===== src/rtl/osd_regaccess_pkg.sv =====
// Shared constants and types for the debug-ring register-access endpoint:
// packet header fields, subtypes, built-in addresses and FSM states.
package osd_regaccess_pkg;

    localparam logic [1:0] TYPE_REG = 2'b00;

    localparam logic [3:0] SUB_REQ_READ       = 4'd0;
    localparam logic [3:0] SUB_REQ_WRITE      = 4'd1;
    localparam logic [3:0] SUB_RESP_READ_OK   = 4'd8;
    localparam logic [3:0] SUB_RESP_READ_ERR  = 4'd9;
    localparam logic [3:0] SUB_RESP_WRITE_OK  = 4'd10;
    localparam logic [3:0] SUB_RESP_WRITE_ERR = 4'd11;

    localparam int HDR_TYPE_MSB = 15;
    localparam int HDR_TYPE_LSB = 14;
    localparam int HDR_SUB_MSB  = 13;
    localparam int HDR_SUB_LSB  = 10;

    localparam logic [15:0] ADDR_MOD_ID      = 16'h0000;
    localparam logic [15:0] ADDR_MOD_VERSION = 16'h0001;
    localparam logic [15:0] ADDR_MOD_VENDOR  = 16'h0002;
    localparam logic [15:0] ADDR_FIRST_FWD   = 16'h0200;

    typedef enum logic [3:0] {
        ST_IDLE     = 4'd0,
        ST_RX_SRC   = 4'd1,
        ST_RX_HDR   = 4'd2,
        ST_RX_ADDR  = 4'd3,
        ST_RX_WDATA = 4'd4,
        ST_ACCESS   = 4'd5,
        ST_TX_DEST  = 4'd6,
        ST_TX_SRC   = 4'd7,
        ST_TX_HDR   = 4'd8,
        ST_TX_DATA  = 4'd9,
        ST_DROP     = 4'd10
    } state_t;

    function automatic logic [15:0] resp_header(input logic [3:0] sub);
        return {TYPE_REG, sub, 10'b0};
    endfunction

endpackage


===== src/rtl/osd_regaccess_endpoint.sv =====
// Debug-ring register-access endpoint: parses REG requests, serves the ID
// registers locally, forwards higher addresses to the host bus with a timeout.
module osd_regaccess_endpoint
    import osd_regaccess_pkg::*;
#(
    parameter logic [15:0] MOD_ID      = 16'h0000,
    parameter logic [15:0] MOD_VERSION = 16'h0000,
    parameter logic [15:0] MOD_VENDOR  = 16'h0001,
    parameter int          TIMEOUT     = 255
) (
    input  logic        clk,
    input  logic        rst,
    input  logic [9:0]  id,
    input  logic [15:0] debug_in_data,
    input  logic        debug_in_valid,
    input  logic        debug_in_first,
    input  logic        debug_in_last,
    output logic        debug_in_ready,
    output logic [15:0] debug_out_data,
    output logic        debug_out_valid,
    output logic        debug_out_first,
    output logic        debug_out_last,
    input  logic        debug_out_ready,
    output logic        reg_request,
    output logic        reg_write,
    output logic [15:0] reg_addr,
    output logic [15:0] reg_wdata,
    input  logic        reg_ack,
    input  logic        reg_err,
    input  logic [15:0] reg_rdata,
    output logic [3:0]  dbg_state
);

    // Valid/ready: a word moves on a clk edge where valid and ready are both
    // high; the sender keeps data/first/last steady while valid && !ready.

    localparam logic [9:0] TMO_LAST = 10'(TIMEOUT - 1);

    state_t      state, state_next;
    logic [9:0]  src_q;
    logic [15:0] addr_q, wdata_q, rdata_q;
    logic        is_write_q;
    logic [3:0]  resp_sub_q;
    logic [9:0]  tmo_cnt;

    logic        in_xfer, hdr_ok, fwd, builtin, tmo_hit;
    logic [1:0]  in_type;
    logic [3:0]  in_sub;
    logic        load_src, load_hdr, load_addr, load_wdata, access_done;
    logic [3:0]  resp_sub_d;
    logic [15:0] rdata_d, builtin_val;

    assign in_xfer = debug_in_valid & debug_in_ready;
    assign in_type = debug_in_data[HDR_TYPE_MSB:HDR_TYPE_LSB];
    assign in_sub  = debug_in_data[HDR_SUB_MSB:HDR_SUB_LSB];
    assign hdr_ok  = (in_type == TYPE_REG) &&
                     (in_sub == SUB_REQ_READ || in_sub == SUB_REQ_WRITE);
    assign fwd     = (addr_q >= ADDR_FIRST_FWD);
    assign builtin = (addr_q <= ADDR_MOD_VENDOR);
    assign tmo_hit = (tmo_cnt == TMO_LAST);

    always_comb begin
        builtin_val = 16'h0000;
        case (addr_q)
            ADDR_MOD_ID:      builtin_val = MOD_ID;
            ADDR_MOD_VERSION: builtin_val = MOD_VERSION;
            ADDR_MOD_VENDOR:  builtin_val = MOD_VENDOR;
            default:          builtin_val = 16'h0000;
        endcase
    end

    always_ff @(posedge clk or negedge rst) begin
        if (!rst) state <= ST_IDLE;
        else      state <= state_next;
    end

    always_comb begin
        state_next  = state;
        load_src    = 1'b0;
        load_hdr    = 1'b0;
        load_addr   = 1'b0;
        load_wdata  = 1'b0;
        access_done = 1'b0;
        resp_sub_d  = is_write_q ? SUB_RESP_WRITE_ERR : SUB_RESP_READ_ERR;
        rdata_d     = rdata_q;
        case (state)
            ST_IDLE: begin
                // Non-first words are swallowed; a single-word packet is too short.
                if (in_xfer && debug_in_first && !debug_in_last)
                    state_next = (debug_in_data[9:0] == id) ? ST_RX_SRC : ST_DROP;
            end
            ST_RX_SRC: begin
                if (in_xfer) begin
                    load_src   = 1'b1;
                    state_next = debug_in_last ? ST_IDLE : ST_RX_HDR;
                end
            end
            ST_RX_HDR: begin
                if (in_xfer) begin
                    load_hdr = 1'b1;
                    if (debug_in_last) state_next = ST_IDLE;
                    else if (!hdr_ok)  state_next = ST_DROP;
                    else               state_next = ST_RX_ADDR;
                end
            end
            ST_RX_ADDR: begin
                if (in_xfer) begin
                    load_addr = 1'b1;
                    if (is_write_q) state_next = debug_in_last ? ST_IDLE : ST_RX_WDATA;
                    else            state_next = debug_in_last ? ST_ACCESS : ST_DROP;
                end
            end
            ST_RX_WDATA: begin
                if (in_xfer) begin
                    load_wdata = 1'b1;
                    state_next = debug_in_last ? ST_ACCESS : ST_DROP;
                end
            end
            ST_ACCESS: begin
                if (fwd) begin
                    // Error beats ack when both arrive; timeout only if neither did.
                    if (reg_err) begin
                        access_done = 1'b1;
                    end else if (reg_ack) begin
                        access_done = 1'b1;
                        resp_sub_d  = is_write_q ? SUB_RESP_WRITE_OK : SUB_RESP_READ_OK;
                        rdata_d     = reg_rdata;
                    end else if (tmo_hit) begin
                        access_done = 1'b1;
                    end
                end else if (builtin && !is_write_q) begin
                    access_done = 1'b1;
                    resp_sub_d  = SUB_RESP_READ_OK;
                    rdata_d     = builtin_val;
                end else begin
                    access_done = 1'b1;
                end
                if (access_done) state_next = ST_TX_DEST;
            end
            ST_TX_DEST: if (debug_out_ready) state_next = ST_TX_SRC;
            ST_TX_SRC:  if (debug_out_ready) state_next = ST_TX_HDR;
            ST_TX_HDR: begin
                if (debug_out_ready)
                    state_next = (resp_sub_q == SUB_RESP_READ_OK) ? ST_TX_DATA : ST_IDLE;
            end
            ST_TX_DATA: if (debug_out_ready) state_next = ST_IDLE;
            ST_DROP:    if (in_xfer && debug_in_last) state_next = ST_IDLE;
            default:    state_next = ST_IDLE;
        endcase
    end

    always_ff @(posedge clk or negedge rst) begin
        if (!rst) begin
            src_q      <= '0;
            addr_q     <= '0;
            wdata_q    <= '0;
            rdata_q    <= '0;
            is_write_q <= 1'b0;
            resp_sub_q <= '0;
            tmo_cnt    <= '0;
        end else begin
            if (load_src)   src_q      <= debug_in_data[9:0];
            if (load_hdr)   is_write_q <= (in_sub == SUB_REQ_WRITE);
            if (load_addr)  addr_q     <= debug_in_data;
            if (load_wdata) wdata_q    <= debug_in_data;
            if (access_done) begin
                resp_sub_q <= resp_sub_d;
                rdata_q    <= rdata_d;
            end
            tmo_cnt <= (state == ST_ACCESS) ? tmo_cnt + 10'd1 : 10'd0;
        end
    end

    always_comb begin
        debug_out_data  = 16'h0000;
        debug_out_valid = 1'b0;
        debug_out_first = 1'b0;
        debug_out_last  = 1'b0;
        case (state)
            ST_TX_DEST: begin
                debug_out_data  = {6'b0, src_q};
                debug_out_valid = 1'b1;
                debug_out_first = 1'b1;
            end
            ST_TX_SRC: begin
                debug_out_data  = {6'b0, id};
                debug_out_valid = 1'b1;
            end
            ST_TX_HDR: begin
                debug_out_data  = resp_header(resp_sub_q);
                debug_out_valid = 1'b1;
                debug_out_last  = (resp_sub_q != SUB_RESP_READ_OK);
            end
            ST_TX_DATA: begin
                debug_out_data  = rdata_q;
                debug_out_valid = 1'b1;
                debug_out_last  = 1'b1;
            end
            default: ;
        endcase
    end

    // Gating with rst keeps ready low while reset is held, high right after release.
    assign debug_in_ready = rst && (state == ST_IDLE || state == ST_RX_SRC ||
                                    state == ST_RX_HDR || state == ST_RX_ADDR ||
                                    state == ST_RX_WDATA || state == ST_DROP);

    assign reg_request = (state == ST_ACCESS) && fwd;
    assign reg_write   = is_write_q;
    assign reg_addr    = addr_q;
    assign reg_wdata   = wdata_q;
    assign dbg_state   = state;

endmodule


===== config.mk =====
export PLATFORM = sky130hd
export DESIGN_NAME = osd_regaccess_endpoint
export DESIGN_NICKNAME = d
export VERILOG_FILES = /design/src/rtl/osd_regaccess_pkg.sv /design/src/rtl/osd_regaccess_endpoint.sv
export SDC_FILE = /design/constraint.sdc
export NUM_CORES = 1
export LEC_CHECK = 0
export CELL_PAD_IN_SITES_DETAIL_PLACEMENT = 1
export CELL_PAD_IN_SITES_GLOBAL_PLACEMENT = 1
export CORE_MARGIN = 2
export CORE_UTILIZATION = 41
export CTS_BUF_LIST = sky130_fd_sc_hd__clkbuf_8
export CTS_CLUSTER_SIZE = 12
export DETAILED_ROUTE_END_ITERATION = 12
export PLACE_DENSITY = 0.91
export SYNTH_ARGS = -nofsm -noshare
export SYNTH_HDL_FRONTEND = slang
export SYNTH_SLANG_ARGS = --single-unit

===== constraint.sdc =====
create_clock -name clk -period 6.8 [get_ports clk]
set_clock_uncertainty 0.15 [all_clocks]
set_input_delay 0.68 -clock clk [delete_from_list [all_inputs] [get_ports clk]]
set_output_delay 0.68 -clock clk [all_outputs]
set_load 0.05 [all_outputs]

Word level (Yosys, flattened, before mapping)
Cells that the tools add are included.

cells by class
  add/subtract/negate cells = 1
  magnitude comparators = 2
  equality and inequality tests = 29
  muxes and demuxes = 48
  bitwise gates (word level) = 1
  reductions and logical operators = 22

operator list
  kind                   number
  $mux 4                 19
  $mux 16                4
  $pmux 16 s4            1
  $pmux 4 s11            1
  $ne 2x2->1 const B     13
  $eq 16x2->1 const B    1
  $eq 4x3->1 const B     4
  $eq 4x4->1 const B     4
  $ge 16x10->1 const B   1
  $le 16x2->1 const B    1
  $mux 1                 14
  $mux 2                 6
  $reduce_and 11->1      1
  $add 10x1->10 const B  1
  $eq 10x10->1           1
  $eq 10x8->1 const B    1
  $mux 10                1
  $eq 4x1->1 const B     2
  $eq 4x2->1 const B     2
  $logic_not 4->1        2
  $logic_and 1x1->1      7
  $logic_or 1x1->1       6
  $reduce_and 5->1       1
  $ne 4x4->1 const B     1
  other kinds (7)        8

word-level totals
  register bits after elaboration = 77
  input bits = 50
  output and inout port bits = 58
  word-level logic and storage cells = 111

Depth between registers and ports, before layout
  depth in word-level cells = 12
  gate-level depth with buffers = 7
  mapped depth without buffers = 7

Worst setup path after synthesis
Ideal clock, no wire load.

  kind = flip-flop to output port
  start = register state[1], in the netlist dbg_state[1]
  end = output debug_out_data[6]
  arrival = 2,436 ps
  required time = 5,970 ps
  setup slack = 3,534 ps
  cell stages (with the launch flop) = 7
  path buffers = 2
  cells stage by stage = dfrtp_1 clkbuf_1 nand2b_1 nor2_1 clkbuf_1 a222oi_1 inv_1

on the way
  cells in the longest elaborated chain, start to end = 2
  elaborated cells between the ends (all ways) = 5
  classes of those cells = eq/ne (4); mux (1)

RTL lines
  element                                          RTL line                       source
  from (decl)                                      osd_regaccess_endpoint.sv:39   state_t state, state_next;
  from (signal assigned)                           osd_regaccess_endpoint.sv:74   else state <= state_next;
  $eq 4x4->1 / $eq 4x3->1 (equally long branches)  osd_regaccess_endpoint.sv:179  case (state)
  $pmux 16 s4 (*)                                  osd_regaccess_endpoint.sv:179
  to (decl)                                        osd_regaccess_endpoint.sv:19   output logic [15:0] debug_out_data,

Every way passes the cells marked *; elsewhere a longest branch is shown, timed or not.

Final worst setup path
  start = register state[3], in the netlist dbg_state[3]
  end = output debug_out_data[4]

Same word-level chain as after synthesis.

==> summary.txt <==
Detailed routing
  – Vias per std cell: 5.75
  – Routed WL: 12400 um
  – Vias: 3260
  – # DRC: 0
  – Iteration-0 DRC Markers: 224
  – Routed Antenna Nets: 0
  – WL/cell: 21.8 um
  – Drt pass-1 iters: 5

Yosys
  – Number of synthesized flops with an enable pin: 0
  – Syn Nets: 403
  – Most common cell in the netlist: dfrtp_1
  – Synth cell count leaders: 76 x dfrtp_1, 46 x mux2_2, 31 x inv_1, 26 x nand2_1, 21 x nor2_1
  – #FFs+latches synth: 76
  – Asr flop ratio synth: 1.00
  – Top FF cell, synth: dfrtp_1
  – Post-Syn Instances: 349
  – Average cell area after synthesis: 11.0 um^2
  – Yosys warning total: 0
  – Sequential share of the synthesized area: 0.495
  – Cell accounting for the most synthesized area: dfrtp_1
  – Distinct cells, synth: 51
  – Post-Syn Area: 0.00384 mm^2
  – Area share of the largest cell type after synthesis: 0.495
  – Top cells by area, synth: dfrtp_1 49%, mux2_2 13%, mux2i_1 4.7%, inv_1 3.0%, xnor2_1 2.7%

Placement
  – DP Area: 0.00498 mm^2
  – Post-DP HPWL: 8700 um
  – GP Congestion: 0.892
  – PortBufs: 107
  – Pre-CTS WS: 2.93 ns
  – Placed cells: 551

Global route
  – Vias in the first global route: 3622
  – GRT overflow: 0
  – First-pass GRT wire length: 20100 um
  – Gr usage total: 0.261
  – Largest net degree at the start of global routing: 49
  – Initial antenna violation count: 0

CTS
  – Clock net sink count: 76
  – Cts hold-fix bufs: 0
  – Post-CTS setup buffer count: 0
  – Clock-pin slew on the worst setup and hold paths: 0.09 ns
  – CTS Buf Count: 9
  – Resize count post-CTS: 0
  – Htree depth: 3
  – Root Buffer: clkbuf_8
  – Worst-case clock buffer depth: 2
  – Worst-Skew Late Latency: 0.36 ns
  – CTS tree: built

Critical path
  – CP max FO: 17
  – CP Capture Type: output pin
  – Critical path class: register to output pin
  – FF-to-FF Start: dbg_state[0]
  – Crit path launch type: register
  – Reg2reg setup slack: 3.85 ns
  – Reg2Reg Capture Point: dbg_state[1]
  – R2R cell count: 5
  – Worst EP required: 5.97 ns
  – CP arrival: 3.42 ns

Power and ir drop
  – Pleak: 2.29 nW
  – Sequential share of power: 0.346
  – Sw Pwr: 0.652 mW
  – Internal power: 1.01 mW
  – Pwr dens: 316 mW/mm^2
  – Combinational power share: 0.369
  – Final Power: 1.66 mW
  – Worst VDD drop: 210 uV
  – Part of the power in the clock network: 0.285
  – Sw Ratio: 0.393

Job
  – Max-cap violations: 0

Finish
  – Fill cells: 949
  – Post-layout nets: 505
  – Area Overhead vs Synth: 36.6%
  – Final Cell Area: 0.00525 mm^2
  – # diodes: 0
  – Non-Filler Instances: 567
  – Layout cells sized above 1: 0.156

Timing
  – Setup violators final: 0
  – Worst Max-Slew Pin Slew: 1.07 ns
  – Max-slew headroom: 0.282
  – Setup ws final: 2.55 ns
  – Final Hold Vio Count: 0
  – Setup repair after global routing missed its margin: false
  – Final min period: 4.25 ns
  – Final Max Tran Viols: 0
  – Final period util: 0.624
  – Max Clk Rate: 235 MHz
  – Setup TNS: 0 ns

Die
  – Full die area: 0.0102 mm^2
  – Core Rows: 35
  – Die height: 101 um
  – # IOs: 108
  – Effective utilization at floorplan: 0.420
  – CORE AREA: 0.00915 mm^2
  – Die width: 101 um

Min path
  – Hold WC Path Type: input pin to asynchronous set/reset pin

Outcome
  – Status: completed
-- logic make-up (layout without fill, tap and decap cells) --
| logic type | after synthesis | in the layout | synth area share |
|---|---|---|---|
| and+or+nand+nor | 97 | 97 | 0.130 |
| adders and majority gates | 5 | 5 | 0.0156 |
| buffers and inverters | 48 | 155 | 0.0511 |
| AOI/OAI and AO/OA | 42 | 42 | 0.0873 |
| xor gates and xnor gates | 16 | 16 | 0.0365 |
| DFF | 76 | 76 | 0.495 |
| muxes | 65 | 65 | 0.185 |
-- cell type report --
type	count	area [um^2]	area share
clock buffer	9	124	0.0236
tap	111	139	0.0265
multi-input combinational	225	1740	0.332
clock inverter	7	146	0.0279
timing repair buffer	108	1080	0.205
inverter	31	116	0.0222
sequential	76	1900	0.362
-- worst max-delay path, cell delays in order (launching register included) --
cell and delay, ns:
dfrtp_1 0.69, nand2b_1 0.31, nor2_1 0.89, a222oi_1 0.25, inv_1 0.11, clkdlybuf4s50_1 0.80
-- power by group through the flow --
| stage | Clock (mW) | Sequential (mW) | Combinational [mW] |
|---|---|---|---|
| floorplan | 0 | 0.667 | 0.287 |
| global placement | 0 | 0.571 | 0.584 |
| detailed placement | 0 | 0.576 | 0.600 |
| CTS | 0.478 | 0.572 | 0.615 |
| global route | 0.496 | 0.581 | 0.651 |
| finish | 0.473 | 0.574 | 0.612 |
-- layer usage --
metal	wire length (um)	vias to the layer above	GRT usage
li1	-	1442	-
met1	4770	1659	0.308
met2	6390	132	0.456
met3	920	27	0.0728
met4	304	0	0.0854
met5	0	-	0
-- metrics by stage --
step | hold WS [ns] | util
final | 0.175 | 0.573
after CTS | 0.184 | 0.573
after detailed placement | 0.347 | 0.544
after global placement | 0.338 | 0.544
after floorplan | 0.234 | -
after global routing | 0.212 | 0.573
-- worst max path at each step --
| stage | start | to | slack, ns | depth (start not counted) |
|---|---|---|---|---|
| 2_1_floorplan | dbg_state[1] | debug_out_data[6] | 3.53 | 6 |
| 3_3_place_gp | dbg_state[1] | debug_out_data[0] | 3.22 | 5 |
| 3_5_place_dp | dbg_state[1] | debug_out_data[4] | 2.93 | 5 |
| 4_1_cts | dbg_state[3] | debug_out_data[4] | 2.64 | 5 |
| 5_1_grt | dbg_state[3] | debug_out_data[9] | 2.39 | 5 |
| 6_report | dbg_state[3] | debug_out_data[4] | 2.55 | 5 |
-- sequential cells by signal, indices dropped and copies added, names as in the netlist --
signal      cells
rdata_q        16
reg_wdata      16
dbg_state       4
reg_addr       16
src_q          10
reg_write       1
resp_sub_q      3
tmo_cnt        10
-- cell usage in the layout (no fill, tap or decap), types with 2 or more instances in the layout --
cell,n
nor4_1,3
a2111o_1,2
xor2_1,4
nand2b_1,7
o21ai_0,8
nand4_1,5
a222oi_1,10
inv_1,31
mux2i_1,18
a22o_1,3
or4_1,2
clkbuf_8,9
nand3_1,4
mux2_2,46
nor2_1,21
nand2_1,26
ha_1,4
xnor2_1,12
bufinv_16,4
o41ai_1,2
nor3_1,12
a21oi_1,6
dfrtp_1,76
inv_6,2
clkdlybuf4s50_1,106
or3_1,3
buf_4,2
No activity file was read; power rests on OpenSTA's default activity.
